**src/rtl/wb_arbiter_pkg.sv**
```systemverilog
// Shared core package for the write-back arbiter.
// Holds default widths, the x0 index and the queue entry type.
package wb_arbiter_pkg;

    localparam int ADDRW_DEF = 5;
    localparam int DATAW_DEF = 32;
    localparam int X0        = 0;

    typedef struct packed {
        logic                 valid;
        logic [ADDRW_DEF-1:0] rd;
        logic [DATAW_DEF-1:0] data;
    } wb_entry;

endpackage

```
**src/rtl/wb_arbiter_if.sv**
```systemverilog
// Write-back arbiter bus: ALU/load handshakes, RF write port, bypass.
// master = producer/consumer side, slave = the arbiter.
interface wb_arbiter_if #(
    parameter int ADDRW = 5,
    parameter int DATAW = 32
);
    logic             alu_valid;
    logic             alu_ready;
    logic [ADDRW-1:0] alu_rd;
    logic [DATAW-1:0] alu_data;
    logic             ld_valid;
    logic             ld_ready;
    logic [ADDRW-1:0] ld_rd;
    logic [DATAW-1:0] ld_data;
    logic             rf_wr_en;
    logic [ADDRW-1:0] rf_addr_d;
    logic [DATAW-1:0] rf_data_d;
    logic [ADDRW-1:0] rd_addr_a;
    logic [ADDRW-1:0] rd_addr_b;
    logic             byp_hit_a;
    logic             byp_hit_b;
    logic [DATAW-1:0] byp_data_a;
    logic [DATAW-1:0] byp_data_b;
    logic             busy;

    modport master (
        output alu_valid, alu_rd, alu_data,
        output ld_valid, ld_rd, ld_data,
        output rd_addr_a, rd_addr_b,
        input  alu_ready, ld_ready,
        input  rf_wr_en, rf_addr_d, rf_data_d,
        input  byp_hit_a, byp_hit_b,
        input  byp_data_a, byp_data_b, busy
    );

    modport slave (
        input  alu_valid, alu_rd, alu_data,
        input  ld_valid, ld_rd, ld_data,
        input  rd_addr_a, rd_addr_b,
        output alu_ready, ld_ready,
        output rf_wr_en, rf_addr_d, rf_data_d,
        output byp_hit_a, byp_hit_b,
        output byp_data_a, byp_data_b, busy
    );
endinterface

```
**src/rtl/wb_fifo.sv**
```systemverilog
// Load queue: DEPTH-entry FIFO of write-back entries with
// per-entry invalidation on rd match. Ports: push/pop, squash, head, flags.
module wb_fifo
    import wb_arbiter_pkg::*;
#(
    parameter int  DEPTH   = 2,
    parameter int  ADDRW   = ADDRW_DEF,
    parameter type entry_t = wb_entry
) (
    input  logic             clk,
    input  logic             rst_n,
    input  logic             push_i,
    input  entry_t           push_data_i,
    input  logic             pop_i,
    input  logic             sq_en_i,
    input  logic [ADDRW-1:0] sq_rd_i,
    output entry_t           head_o,
    output logic             full_o,
    output logic             empty_o
);
    localparam int PW = $clog2(DEPTH);
    localparam int CW = $clog2(DEPTH + 1);

    entry_t          mem_q [DEPTH];
    logic [PW-1:0]   wp_q;
    logic [PW-1:0]   rp_q;
    logic [CW-1:0]   cnt_q;

    always_ff @(posedge clk or negedge rst_n) begin
        if (!rst_n) begin
            for (int i = 0; i < DEPTH; i++) begin
                mem_q[i] <= '0;
            end
            wp_q  <= '0;
            rp_q  <= '0;
            cnt_q <= '0;
        end else begin
            // A younger ALU write kills older queued values of the same rd;
            // the slot stays occupied and pops as a no-write.
            for (int i = 0; i < DEPTH; i++) begin
                if (sq_en_i && mem_q[i].rd == sq_rd_i) begin
                    mem_q[i].valid <= 1'b0;
                end
            end
            if (push_i) begin
                mem_q[wp_q] <= push_data_i;
                wp_q        <= wp_q + PW'(1);
            end
            if (pop_i) begin
                rp_q <= rp_q + PW'(1);
            end
            cnt_q <= cnt_q + CW'(push_i) - CW'(pop_i);
        end
    end

    assign head_o  = mem_q[rp_q];
    assign full_o  = (cnt_q == CW'(DEPTH));
    assign empty_o = (cnt_q == '0);

endmodule

```
**src/rtl/wb_arbiter.sv**
```systemverilog
// Write-back arbiter: ALU results win the RF write port, loads queue up.
// Optional combinational bypass enabled by macro WB_BYPASS_EN.
module wb_arbiter
    import wb_arbiter_pkg::*;
#(
    parameter int ADDRW  = ADDRW_DEF,
    parameter int DATAW  = DATAW_DEF,
    parameter int DEPTH  = 2,
    parameter int STARVE = 4
) (
    input  logic         clk,
    input  logic         rst_n,
    wb_arbiter_if.slave  bus
);
    typedef struct packed {
        logic             valid;
        logic [ADDRW-1:0] rd;
        logic [DATAW-1:0] data;
    } entry_t;

    localparam int SW = $clog2(STARVE + 1);
    localparam logic [ADDRW-1:0] RZ = ADDRW'(X0);

    logic             alu_rdy;
    logic             alu_acc;
    logic             ld_acc;
    logic             pop;
    logic             push;
    logic             sq_en;
    logic             full;
    logic             empty;
    entry_t           head;
    entry_t           push_ent;
    logic [SW-1:0]    starve_q, starve_d;
    logic             wr_en_q, wr_en_d;
    logic [ADDRW-1:0] wr_addr_q, wr_addr_d;
    logic [DATAW-1:0] wr_data_q, wr_data_d;

    always_comb begin
        alu_rdy   = (starve_q != SW'(STARVE));
        alu_acc   = bus.alu_valid && alu_rdy;
        ld_acc    = bus.ld_valid && !full;
        pop       = !alu_acc && !empty;
        sq_en     = alu_acc && (bus.alu_rd != RZ);
        // Same-rd load alongside an ALU write is older: drop it.
        push      = ld_acc && (bus.ld_rd != RZ)
                    && !(alu_acc && bus.alu_rd == bus.ld_rd);
        push_ent  = '{valid: 1'b1, rd: bus.ld_rd, data: bus.ld_data};
        wr_en_d   = 1'b0;
        wr_addr_d = '0;
        wr_data_d = '0;
        unique case (1'b1)
            alu_acc: begin
                wr_en_d   = (bus.alu_rd != RZ);
                wr_addr_d = bus.alu_rd;
                wr_data_d = bus.alu_data;
            end
            pop: begin
                wr_en_d   = head.valid;
                wr_addr_d = head.rd;
                wr_data_d = head.data;
            end
            default: ;
        endcase
        starve_d = starve_q;
        if (pop) begin
            starve_d = '0;
        end else if (full) begin
            starve_d = starve_q + SW'(1);
        end
    end

    always_ff @(posedge clk or negedge rst_n) begin
        if (!rst_n) begin
            starve_q  <= '0;
            wr_en_q   <= 1'b0;
            wr_addr_q <= '0;
            wr_data_q <= '0;
        end else begin
            starve_q  <= starve_d;
            wr_en_q   <= wr_en_d;
            wr_addr_q <= wr_addr_d;
            wr_data_q <= wr_data_d;
        end
    end

    wb_fifo #(
        .DEPTH   (DEPTH),
        .ADDRW   (ADDRW),
        .entry_t (entry_t)
    ) u_fifo (
        .clk         (clk),
        .rst_n       (rst_n),
        .push_i      (push),
        .push_data_i (push_ent),
        .pop_i       (pop),
        .sq_en_i     (sq_en),
        .sq_rd_i     (bus.alu_rd),
        .head_o      (head),
        .full_o      (full),
        .empty_o     (empty)
    );

    assign bus.alu_ready = alu_rdy;
    assign bus.ld_ready  = !full;
    assign bus.busy      = !empty;
    assign bus.rf_wr_en  = wr_en_q;
    assign bus.rf_addr_d = wr_addr_q;
    assign bus.rf_data_d = wr_data_q;

`ifdef WB_BYPASS_EN
    assign bus.byp_hit_a  = wr_en_q && (bus.rd_addr_a == wr_addr_q)
                            && (bus.rd_addr_a != RZ);
    assign bus.byp_hit_b  = wr_en_q && (bus.rd_addr_b == wr_addr_q)
                            && (bus.rd_addr_b != RZ);
    assign bus.byp_data_a = bus.byp_hit_a ? wr_data_q : '0;
    assign bus.byp_data_b = bus.byp_hit_b ? wr_data_q : '0;
`else
    logic unused_rd;
    assign unused_rd      = ^{bus.rd_addr_a, bus.rd_addr_b};
    assign bus.byp_hit_a  = 1'b0;
    assign bus.byp_hit_b  = 1'b0;
    assign bus.byp_data_a = '0;
    assign bus.byp_data_b = '0;
`endif

endmodule

```
**src/flat_wrapper.sv**
```systemverilog
// flat-port wrapper written by rule: the top's interface ports become plain ports
module wb_arbiter_flat import wb_arbiter_pkg::*;
#(
    parameter int ADDRW  = ADDRW_DEF,
    parameter int DATAW  = DATAW_DEF,
    parameter int DEPTH  = 2,
    parameter int STARVE = 4
)
  (clk, rst_n, bus_alu_valid, bus_alu_rd, bus_alu_data, bus_ld_valid, bus_ld_rd, bus_ld_data, bus_rd_addr_a, bus_rd_addr_b, bus_alu_ready, bus_ld_ready, bus_rf_wr_en, bus_rf_addr_d, bus_rf_data_d, bus_byp_hit_a, bus_byp_hit_b, bus_byp_data_a, bus_byp_data_b, bus_busy);
  wb_arbiter_if #(.ADDRW(ADDRW), .DATAW(DATAW)) bus_i ();
  input  logic clk;
  input  logic rst_n;
  input wire logic [$bits(bus_i.alu_valid)-1:0] bus_alu_valid;
  input wire logic [$bits(bus_i.alu_rd)-1:0] bus_alu_rd;
  input wire logic [$bits(bus_i.alu_data)-1:0] bus_alu_data;
  input wire logic [$bits(bus_i.ld_valid)-1:0] bus_ld_valid;
  input wire logic [$bits(bus_i.ld_rd)-1:0] bus_ld_rd;
  input wire logic [$bits(bus_i.ld_data)-1:0] bus_ld_data;
  input wire logic [$bits(bus_i.rd_addr_a)-1:0] bus_rd_addr_a;
  input wire logic [$bits(bus_i.rd_addr_b)-1:0] bus_rd_addr_b;
  output wire logic [$bits(bus_i.alu_ready)-1:0] bus_alu_ready;
  output wire logic [$bits(bus_i.ld_ready)-1:0] bus_ld_ready;
  output wire logic [$bits(bus_i.rf_wr_en)-1:0] bus_rf_wr_en;
  output wire logic [$bits(bus_i.rf_addr_d)-1:0] bus_rf_addr_d;
  output wire logic [$bits(bus_i.rf_data_d)-1:0] bus_rf_data_d;
  output wire logic [$bits(bus_i.byp_hit_a)-1:0] bus_byp_hit_a;
  output wire logic [$bits(bus_i.byp_hit_b)-1:0] bus_byp_hit_b;
  output wire logic [$bits(bus_i.byp_data_a)-1:0] bus_byp_data_a;
  output wire logic [$bits(bus_i.byp_data_b)-1:0] bus_byp_data_b;
  output wire logic [$bits(bus_i.busy)-1:0] bus_busy;
  assign bus_i.alu_valid = bus_alu_valid;
  assign bus_i.alu_rd = bus_alu_rd;
  assign bus_i.alu_data = bus_alu_data;
  assign bus_i.ld_valid = bus_ld_valid;
  assign bus_i.ld_rd = bus_ld_rd;
  assign bus_i.ld_data = bus_ld_data;
  assign bus_i.rd_addr_a = bus_rd_addr_a;
  assign bus_i.rd_addr_b = bus_rd_addr_b;
  assign bus_alu_ready = bus_i.alu_ready;
  assign bus_ld_ready = bus_i.ld_ready;
  assign bus_rf_wr_en = bus_i.rf_wr_en;
  assign bus_rf_addr_d = bus_i.rf_addr_d;
  assign bus_rf_data_d = bus_i.rf_data_d;
  assign bus_byp_hit_a = bus_i.byp_hit_a;
  assign bus_byp_hit_b = bus_i.byp_hit_b;
  assign bus_byp_data_a = bus_i.byp_data_a;
  assign bus_byp_data_b = bus_i.byp_data_b;
  assign bus_busy = bus_i.busy;
  wb_arbiter #(.ADDRW(ADDRW), .DATAW(DATAW), .DEPTH(DEPTH), .STARVE(STARVE)) u_core (.clk(clk), .rst_n(rst_n), .bus(bus_i));
endmodule
```
**config.mk**
```make
export PLATFORM = sky130hd
export DESIGN_NAME = wb_arbiter_flat
export DESIGN_NICKNAME = d
export VERILOG_FILES = /design/src/rtl/wb_arbiter_pkg.sv /design/src/rtl/wb_arbiter_if.sv /design/src/rtl/wb_fifo.sv /design/src/rtl/wb_arbiter.sv /design/src/flat_wrapper.sv
export SDC_FILE = /design/constraint.sdc
export NUM_CORES = 1
export LEC_CHECK = 0
export ABC_AREA = 1
export BUFFER_PORTS_ARGS = -buffer_cell sky130_fd_sc_hd__buf_2
export CORE_ASPECT_RATIO = 1.4
export CORE_MARGIN = 5
export CORE_UTILIZATION = 34
export DETAILED_ROUTE_END_ITERATION = 7
export PLACE_DENSITY_LB_ADDON = 0.05
export SYNTH_ARGS = -nofsm -noshare
export SYNTH_HDL_FRONTEND = slang
export SYNTH_SLANG_ARGS = --single-unit
```
**constraint.sdc**
```tcl
create_clock -name clk -period 5.72 [get_ports clk]
set_clock_uncertainty 0.1 [all_clocks]
set_input_delay 0.286 -clock clk [delete_from_list [all_inputs] [get_ports clk]]
set_output_delay 0.286 -clock clk [all_outputs]
set_load 0.01 [all_outputs]
```
==> results.txt, run 1 <==
cell with the largest stage delay on the worst path -> nand3_2
transition time at the pin with the least slew margin -> 1.100 ns
utilization after layout -> 0.4219
number of cells produced by synthesis -> 712
Pre-Repair DR Iteration Count -> 4
TritonCTS clock tree -> yes
per-instance average area after synthesis -> 8.562 um2
layout overhead on the synthesized area -> 23.05%
sum of negative setup slack -> 0 ns
Crit path arrival time -> 3.59 ns
Cells on Worst Hold Path -> 2
combined global-route utilization of all metal layers -> 0.1708
CP endpoint kind -> flop
yosys synthesis warning count -> 0
wire length of the first global-routing pass -> 27420 um
final worst path period need -> 3.415 ns
Pins Over Slew Limit -> 0
chip height -> 168.4 um
post-synth top area share -> 0.4967
required arrival time at the worst endpoint -> 5.90 ns
share of the yosys chip area belonging to registers -> 0.4967
Die Outline Area -> 0.02074 mm2
register bit total from synthesis -> 121
number of instances resized during post-cts repair -> 0
Via Count -> 5047
GP Congestion -> 0.7954
area occupied by registers -> 0.003029 mm2
achievable frequency -> 292.8 MHz
pin count of the biggest net entering global routing -> 78
via count normalized by instance count -> 4.622
logic depth of the worst setup path including buffers -> 9
clock tree sinks -> 121
minimum setup slack after placement -> 2.228 ns
Initial DRC Count -> 370
cell family contributing the most delay on the critical path -> simple AND/OR/NAND/NOR gates
worst hold-check path type -> in2reg
part of the total power dissipated in the clock network -> 0.316
num rows -> 58
static power due to leakage -> 4.107 nW
total instance count after detailed placement -> 1028
clock transition at the registers of the reported paths -> 0.05 ns
Routed WL per cell -> 15.85 um
leading cell type in the layout, fill and taps excluded -> nand2_1
number of non-filler instances in the completed layout -> 1092
Switching Share -> 0.3612
largest buffer count on any clock path -> 2
final wirelength -> 17310 um
Port Buf Inserts -> 118
cell accounting for the most synthesized area -> dfrtp_1
Rel. slew slack -> 0.2659
kind of start point of the critical path -> flop
Async S/R FF share, synth -> 1.000
Layout fillers -> 1844
horizontal die dimension -> 123.2 um
setup repair after global routing missed its margin -> false
commonest cells after routing, fill and taps aside -> 270 x nand2_1, 120 x dfrtp_1, 117 x buf_2
Power Density -> 515.5 mW/mm2
final setup margin -> 2.305 ns
starting utilization of the core area -> 0.3429
number of antenna violations at the first check in global routing -> 0
DP Wirelength -> 10250 um
root buffer cell -> clkbuf_16
number of distinct library cell variants in the gate-level netlist after synthesis -> 25
number of synthesized flops with an enable pin -> 0
part of the power in combinational logic -> 0.315
leftover overflow at the end of global routing -> 0
number of buffers inserted during clock tree synthesis -> 17
Net Switching -> 1.396 mW
worst-path fanout max -> 77
fraction of layout cells with a size suffix above 1 -> 0.1986
Worst R2R Path Depth -> 9
netlist area before placement -> 0.006096 mm2
cell occurring most often along the worst timing path -> nand2_1
startpoint-to-endpoint class of the critical path -> reg2reg
Main synth FF type -> dfrtp_1
Boundary Pins -> 195
Remaining DRCs -> 0
maximum capacitance violations -> 0
Int Pwr -> 2.470 mW
Critical Path, Cell by Cell -> inv_1, ha_1, nand2_1, nand2_1, nor2_2, nand3_4, nand3_2, nand2_1, nand2_1
worst path buffer plus inverter count -> 1
VDD IR-drop max -> 239.0 uV
area occupied by multi-input gates -> 0.002455 mm2
number of H-tree levels -> 4
hold violation total from the final report -> 0
clock insertion delay at the later pin of the skew report -> 0.41 ns
count of antenna-violating nets left after detailed routing -> 0
setup-violating endpoint count in the final report -> 0
core area -> 0.01778 mm2
slowest stage delay, CP -> 1.07 ns
synth top area cells -> dfrtp_1 50%, nand2_1 17%, buf_4 8.3%, nand4_1 7.7%, a21o_1 3.9%
net total in the final layout -> 931
number of global-route vias before repair -> 5170
final cycle utilization of the critical path -> 0.5970
run status -> complete, no violations
fraction of power consumed by sequential logic -> 0.369
==> per-layer routing <==
metal | GRT usage | up-vias | wire length, um | share of wire
met2 | 0.2886 | 173 | 8714 | 0.50
met1 | 0.2179 | 2422 | 7498 | 0.43
met3 | 0.03394 | 6 | 956 | 0.055
li1 | - | 2446 | - | -
met4 | 0.05446 | 0 | 140 | 0.0081
met5 | 0 | - | 0 | 0
==> worst register-to-register path, stage by stage (launching register included) <==
cell and delay (ns):
dfrtp_1 0.38, inv_1 0.09, ha_1 0.16, nand2_1 0.06, nand2_1 0.27, nor2_2 0.10
nand3_4 0.66, nand3_2 1.08, nand2_1 0.29, nand2_1 0.08
==> power by group through the flow <==
| stage | clock [mW] | sequential (mW) | combinational, mW |
|---|---|---|---|
| 2_1_floorplan | 0 | 1.40 | 0.877 |
| 3_3_place_gp | 0 | 1.43 | 1.20 |
| 3_5_place_dp | 0 | 1.44 | 1.22 |
| 4_1_cts | 1.25 | 1.43 | 1.25 |
| 5_1_grt | 1.29 | 1.48 | 1.40 |
| 6_report | 1.22 | 1.43 | 1.22 |
==> logic make-up after synthesis <==
logic type / synth area share
AO/OA/AOI/OAI: 0.07389
XOR/XNOR: 0.01868
adder cells (fa/ha/maj): 0.008211
buffers and inverters: 0.1406
flip-flops: 0.4967
other: 0.0006152
AND/OR/NAND/NOR: 0.2613
==> layout make-up <==
type,count,area share
clock buffers,19,0.06038
well taps,240,0.04003
multi-input cells,520,0.3273
repair buffers,155,0.1268
clock inverters,12,0.02936
flip-flops and latches,121,0.4038
inverters,24,0.01201
diodes,1,0.0003336
==> path summary, 6_finish.rpt <==
path,to,slack [ns],start
max in group asynchronous,u_core.u_fifo.wp_q$_DFFE_PN0P_,3.76,rst_n
min reg2reg,flop,0.37,flop
max reg2reg,flop,2.31,u_core.starve_q[0]$_DFFE_PN0P_
min in group asynchronous,u_core.bus.rf_data_d[31]$_DFF_PN0_,0.38,rst_n
max,flop,2.31,u_core.starve_q[0]$_DFFE_PN0P_
min,u_core.bus.rf_data_d[29]$_DFF_PN0_,0.03,bus_alu_data[29]
==> Yosys cell counts, types with 3 or more instances <==
cell      instances
buf_1             6
buf_2            16
nand4_1          75
inv_1            17
xor2_1            8
nor2_1            7
xnor2_1           5
a21o_1           32
nand2_1         270
a21oi_1          33
buf_4            67
nor2_2            3
o21ai_0           9
dfrtp_1         121
clkbuf_1         13
buf_6            10
ha_1              4
nand3_1           3
inv_2             6
==> stage by stage <==
stage,total power [mW],hold slack (ns),instance area (um2)
after floorplan,2.282,-0.1096,6340
after global routing,4.164,0.01950,7498
final,3.866,0.02562,7501
after global placement,2.631,0.2928,6505
after CTS,3.922,0.006039,7498
after detailed placement,2.662,0.3007,6505
==> repair_timing <==
item                                    in CTS  in global routing
endpoints found under the setup margin       0                  0
hold endpoints to repair                    89                  0
hold buffers                                32                  0
setup buffers                                0                  0
No activity file was read; power rests on OpenSTA's default activity.
==> run 2: changes to the inputs <==
- clock period: 5.72 -> 2.9 ns (I/O delays scaled with it)
==> run 2 against run 1 <==
Compared with the run above:
- global-route usage rose by 0.27 points
- wire length up 3.0%
- combinational power increased by 110%
- clock power grew 52%
- sequential share of layout area is 1.7 points lower
- sequential power is 92% higher
- sequential cell count unchanged
- non-clock buffer count grew 50
- largest power group unchanged
- setup slack got worse by 1.9 ns
- critical path depth rose by 3
- first-iteration DRC count decreased by 24%
==> results.txt, run 2 (synthesized netlist as in run 1, its figures left out) <==
number of antenna violations at the first check in global routing -> 0 (unchanged)
leading cell type in the layout, fill and taps excluded -> nand2_1
kind of start point of the critical path -> flop
starting utilization of the core area -> 0.3429 (unchanged)
Die Outline Area -> 0.02074 mm2 (unchanged)
hold violation total from the final report -> 0 (unchanged)
Crit path arrival time -> 2.72 ns (-0.87 ns)
largest buffer count on any clock path -> 2 (unchanged)
worst hold endpoint -> u_core.bus.rf_addr_d[3]$_DFF_PN0_
number of buffers inserted during clock tree synthesis -> 17 (unchanged)
wire length of the first global-routing pass -> 27740 um (+1.2%)
startpoint-to-endpoint class of the critical path -> reg2reg
count of antenna-violating nets left after detailed routing -> 0 (unchanged)
commonest cells after routing, fill and taps aside -> 270 x nand2_1, 120 x dfrtp_1, 117 x buf_2
Cells on Worst Hold Path -> 3 (+1)
critical hold path startpoint -> bus_alu_rd[3]
final wirelength -> 17820 um (+3.0%)
layout overhead on the synthesized area -> 28.45%
run status -> complete, no violations
final worst path period need -> 2.482 ns (-0.9325 ns)
VDD IR-drop max -> 381.9 uV (+60%)
TritonCTS clock tree -> yes
Pre-Repair DR Iteration Count -> 5 (+1)
Routed WL per cell -> 15.66 um (-1.2%)
capture instance of the worst register-to-register path -> u_core.u_fifo.cnt_q[1]$_DFF_PN0_
logic depth of the worst setup path including buffers -> 12 (+3)
Worst R2R Path Depth -> 12 (+3)
required arrival time at the worst endpoint -> 3.14 ns (-2.76 ns)
transition time at the pin with the least slew margin -> 0.7933 ns (-0.3066 ns)
total non-filler cell area in the finished layout -> 0.007830 mm2 (+4.4%)
Power Density -> 916.1 mW/mm2 (+78%)
Rel. slew slack -> 0.4705 (+0.2046)
number of global-route vias before repair -> 5269 (+1.9%)
leftover overflow at the end of global routing -> 0 (unchanged)
Boundary Pins -> 195 (unchanged)
setup-violating endpoint count in the final report -> 0 (unchanged)
achievable frequency -> 402.9 MHz (+38%)
Pins Over Slew Limit -> 0 (unchanged)
worst hold-check path type -> in2reg
maximum capacitance violations -> 0 (unchanged)
worst path buffer plus inverter count -> 2 (+1)
area occupied by multi-input gates -> 0.002455 mm2 (unchanged)
cell with the largest stage delay on the worst path -> dfrtp_1
num rows -> 58 (unchanged)
final cycle utilization of the critical path -> 0.8560 (+0.2590)
area occupied by registers -> 0.003029 mm2 (unchanged)
horizontal die dimension -> 123.2 um (unchanged)
Via Count -> 5270 (+4.4%)
slowest stage delay, CP -> 0.35 ns (-0.72 ns)
number of H-tree levels -> 4 (unchanged)
via count normalized by instance count -> 4.631 (+0.20%)
startpoint of the worst register-to-register path -> u_core.starve_q[0]$_DFFE_PN0P_
number of instances resized during post-cts repair -> 0 (unchanged)
DP Wirelength -> 11060 um (+7.8%)
net total in the final layout -> 981 (+5.4%)
Remaining DRCs -> 0 (unchanged)
core area -> 0.01778 mm2 (unchanged)
clock transition at the registers of the reported paths -> 0.05 ns (about the same)
cell family contributing the most delay on the critical path -> simple AND/OR/NAND/NOR gates
clock tree sinks -> 121 (unchanged)
setup repair after global routing missed its margin -> false
GP Congestion -> 0.7205 (-9.4%)
worst-path fanout max -> 22 (-71%)
pin count of the biggest net entering global routing -> 57 (-27%)
final hold slack -> 0.009238 ns (-0.01638 ns)
fraction of layout cells with a size suffix above 1 -> 0.1882 (-0.01039)
combined global-route utilization of all metal layers -> 0.1736 (+0.002735)
area of placed instances -> 0.006590 mm2 (+1.3%)
total power after layout -> 7.173 mW (+86%)
Critical Path, Cell by Cell -> inv_1, ha_1, nand2_1, nand2_1, nor2_2, nand3_4, nand2_1, ha_1, inv_1, ha_1, xnor2_1, xor2_1
clock insertion delay at the later pin of the skew report -> 0.41 ns (about the same)
root buffer cell -> clkbuf_16
sum of negative setup slack -> 0 ns (unchanged)
Initial DRC Count -> 283 (-24%)
static power due to leakage -> 4.248 nW (+3.4%)
CP endpoint kind -> flop
Port Buf Inserts -> 118 (unchanged)
Layout fillers -> 1784 (-3.3%)
total inserted antenna cells -> 0 (-1)
register-to-register path setup slack -> 0.42 ns (-1.89 ns)
setup bufs post-CTS -> 0 (unchanged)
chip height -> 168.4 um (unchanged)
==> run 2: stage by stage <==
step	worst slack [ns]	util	std cells
floorplan	0.6488	-	777
global placement	0.4424	0.3707	1036
detailed placement	0.3909	0.3707	1036
CTS	0.3743	0.4404	1138
global route	0.1578	0.4404	1138
finish	0.4177	0.4404	1138
==> run 2: tightest hold or removal path, cell delays in order <==
cell and delay (ns):
buf_2 0.14, inv_2 0.07, o21ai_0 0.11
==> run 2: routing by layer <==
| metal | part of all wire | vias up | global-route usage | wire [um] |
|---|---|---|---|---|
| li1 | - | 2537 | - | - |
| met1 | 0.44 | 2523 | 0.2238 | 7799 |
| met2 | 0.49 | 192 | 0.2876 | 8672 |
| met3 | 0.061 | 18 | 0.03495 | 1079 |
| met4 | 0.015 | 0 | 0.06024 | 271 |
| met5 | 0 | - | 0 | 0 |
==> run 2: layout make-up <==
cell class	count	share of cell area
inverter	24	0.01151
clock buffer	22	0.05673
multi-input combinational	520	0.3135
tap	240	0.03835
timing repair buffer	205	0.1860
sequential	121	0.3869
clock inverter	6	0.007031
==> run 2: power breakdown <==
part / total [mW] / internal, mW / switching, mW
clock network: 1.86 / 1.15 / 0.714
logic: 2.57 / 0.916 / 1.66
registers: 2.74 / 2.38 / 0.354
total: 7.17 / 4.45 / 2.73
==> run 2: worst max-delay path by stage <==
stage	slack [ns]	to	startpoint
after detailed placement	0.39	u_core.u_fifo.cnt_q[1]$_DFF_PN0_	u_core.starve_q[0]$_DFFE_PN0P_
after floorplan	0.65	u_core.u_fifo.cnt_q[1]$_DFF_PN0_	u_core.starve_q[0]$_DFFE_PN0P_
after CTS	0.37	u_core.u_fifo.cnt_q[1]$_DFF_PN0_	u_core.starve_q[0]$_DFFE_PN0P_
final	0.42	u_core.u_fifo.cnt_q[1]$_DFF_PN0_	u_core.starve_q[0]$_DFFE_PN0P_
after global placement	0.44	flop	u_core.starve_q[0]$_DFFE_PN0P_
after global routing	0.16	u_core.u_fifo.cnt_q[1]$_DFF_PN0_	u_core.starve_q[0]$_DFFE_PN0P_
==> run 2: timing repair <==
| item | CTS | global route |
|---|---|---|
| setup endpoints to repair | 0 | 0 |
| hold buffers | 74 | 0 |
| hold endpoints to repair | 187 | 0 |
==> run 3: changes to the inputs <==
- clock period: 2.9 -> 3.17 ns (I/O delays scaled with it)
==> run 3 against run 2 <==
Compared with the run above:
- combinational power down 8.2%
- power down 7.2%
- non-clock buffer count up 3
- cell count up 0.53%
- setup slack better by 0.24 ns
- sequential cell count unchanged
- register-to-register slack better by 0.24 ns
- critical path depth down 2
==> results.txt, run 3 (synthesized netlist as in run 1, its figures left out) <==
run status -> complete, no violations
sum of negative setup slack -> 0 ns (unchanged)
maximum capacitance violations -> 0 (unchanged)
core area -> 0.01778 mm2 (unchanged)
clock insertion delay at the later pin of the skew report -> 0.40 ns (about the same)
commonest cells after routing, fill and taps aside -> 270 x nand2_1, 120 x dfrtp_1, 117 x buf_2
Pre-Repair DR Iteration Count -> 5 (unchanged)
area occupied by registers -> 0.003029 mm2 (unchanged)
kind of start point of the critical path -> flop
Port Buf Inserts -> 118 (unchanged)
utilization after layout -> 0.4432 (+0.002815)
clock transition at the registers of the reported paths -> 0.05 ns (about the same)
VDD IR-drop max -> 385.9 uV (+1.1%)
total instance count after detailed placement -> 1039 (+0.29%)
number of buffers inserted during clock tree synthesis -> 17 (unchanged)
Layout fillers -> 1796 (+0.67%)
area occupied by multi-input gates -> 0.002455 mm2 (unchanged)
Crit path arrival time -> 2.69 ns (-0.03 ns)
leading cell type in the layout, fill and taps excluded -> nand2_1
number of non-filler instances in the completed layout -> 1144 (+0.53%)
Remaining DRCs -> 0 (unchanged)
Rel. slew slack -> 0.5425 (+0.07198)
largest buffer count on any clock path -> 2 (unchanged)
register-to-register path setup slack -> 0.66 ns (+0.24 ns)
DP Wirelength -> 11190 um (+1.3%)
chip height -> 168.4 um (unchanged)
layout overhead on the synthesized area -> 29.27%
total power after layout -> 6.659 mW (-7.2%)
final cycle utilization of the critical path -> 0.7920 (-0.06393)
via count normalized by instance count -> 4.640 (+0.19%)
static power due to leakage -> 4.274 nW (+0.60%)
combined global-route utilization of all metal layers -> 0.1778 (+0.004245)
number of H-tree levels -> 4 (unchanged)
net total in the final layout -> 984 (+0.31%)
Worst setup startpoint -> u_core.starve_q[0]$_DFFE_PN0P_
Via Count -> 5308 (+0.72%)
num rows -> 58 (unchanged)
fraction of layout cells with a size suffix above 1 -> 0.1958 (+0.007600)
clock tree sinks -> 121 (unchanged)
number of antenna violations at the first check in global routing -> 0 (unchanged)
worst hold-check path type -> in2reg
Boundary Pins -> 195 (unchanged)
TritonCTS clock tree -> yes
hold violation total from the final report -> 0 (unchanged)
Routed WL per cell -> 16.02 um (+2.3%)
Pins Over Slew Limit -> 0 (unchanged)
area of placed instances -> 0.006600 mm2 (+0.15%)
GP Congestion -> 0.7305 (+1.4%)
setup bufs post-CTS -> 0 (unchanged)
setup-violating endpoint count in the final report -> 0 (unchanged)
pin count of the biggest net entering global routing -> 59 (+3.5%)
starting utilization of the core area -> 0.3429 (unchanged)
root buffer cell -> clkbuf_16
achievable frequency -> 398.3 MHz (-1.1%)
final worst path period need -> 2.511 ns (+0.02844 ns)
setup repair after global routing missed its margin -> false
transition time at the pin with the least slew margin -> 0.6854 ns (-0.1079 ns)
CP endpoint kind -> flop
Initial DRC Count -> 334 (+18%)
leftover overflow at the end of global routing -> 0 (unchanged)
Worst R2R Path Depth -> 10 (-2)
Die Outline Area -> 0.02074 mm2 (unchanged)
worst-path fanout max -> 23 (+4.5%)
required arrival time at the worst endpoint -> 3.35 ns (+0.21 ns)
wire length of the first global-routing pass -> 28810 um (+3.8%)
horizontal die dimension -> 123.2 um (unchanged)
count of antenna-violating nets left after detailed routing -> 0 (unchanged)
number of global-route vias before repair -> 5499 (+4.4%)
total inserted antenna cells -> 0 (unchanged)
startpoint of the worst register-to-register path -> u_core.starve_q[0]$_DFFE_PN0P_
final wirelength -> 18320 um (+2.8%)
Power Density -> 845.0 mW/mm2 (-7.8%)
startpoint-to-endpoint class of the critical path -> reg2reg
total non-filler cell area in the finished layout -> 0.007880 mm2 (+0.64%)
run 3: layout make-up:
| cell class | count | share of cell area |
|---|---|---|
| multi-input cells | 520 | 0.3115 |
| clock inverters | 9 | 0.009527 |
| flip-flops and latches | 121 | 0.3844 |
| repair buffers | 208 | 0.1861 |
| clock buffers | 22 | 0.05891 |
| well taps | 240 | 0.03811 |
| inverters | 24 | 0.01143 |
run 3: worst min path at each step:
stage	from	to	slack [ns]	cells past startpoint
after global routing	bus_alu_rd[3]	u_core.bus.rf_addr_d[3]$_DFF_PN0_	0.05	3
after floorplan	rst_n	asynchronous set/reset pin	-0.24	0
after detailed placement	rst_n	u_core.bus.rf_data_d[0]$_DFF_PN0_	0.09	1
final	bus_alu_rd[3]	u_core.bus.rf_addr_d[3]$_DFF_PN0_	0.02	3
after CTS	bus_alu_rd[3]	u_core.bus.rf_addr_d[3]$_DFF_PN0_	0.02	3
after global placement	rst_n	u_core.bus.rf_data_d[0]$_DFF_PN0_	0.07	1
run 3: power by group:
group | internal [mW] | switching, mW | total, mW
logic | 0.837 | 1.52 | 2.36
clock network | 1.11 | 0.672 | 1.78
registers | 2.18 | 0.339 | 2.52
run 3: metrics by stage:
| step | hold WS (ns) | setup WS (ns) |
|---|---|---|
| 2_1_floorplan | -0.2371 | 0.9188 |
| 3_3_place_gp | 0.07420 | 0.7020 |
| 3_5_place_dp | 0.08872 | 0.6219 |
| 4_1_cts | 0.01638 | 0.6042 |
| 5_1_grt | 0.04790 | 0.4090 |
| 6_report | 0.02108 | 0.6593 |
run 3: worst max-delay path, cell delays in order, from the launching register on:
cell     delay [ns]
dfrtp_1        0.37
inv_1          0.09
ha_1           0.15
nand2_1        0.06
nand2_1        0.12
nor2_2         0.07
nand3_4        0.26
nand3_2        0.61
buf_4          0.42
nand2_1        0.07
nand2_1        0.05
run 3: metal layers:
layer	vias up	wire (um)	GRT usage
met4	0	213	0.04819
li1	2544	-	-
met1	2553	7819	0.2262
met2	197	9194	0.3073
met5	-	0	0
met3	14	1096	0.03226
run 3: what timing repair did:
action                                 CTS  global route
endpoints found under the hold margin  147             0
gates resized for setup                  0             0
hold buffers                            74             0
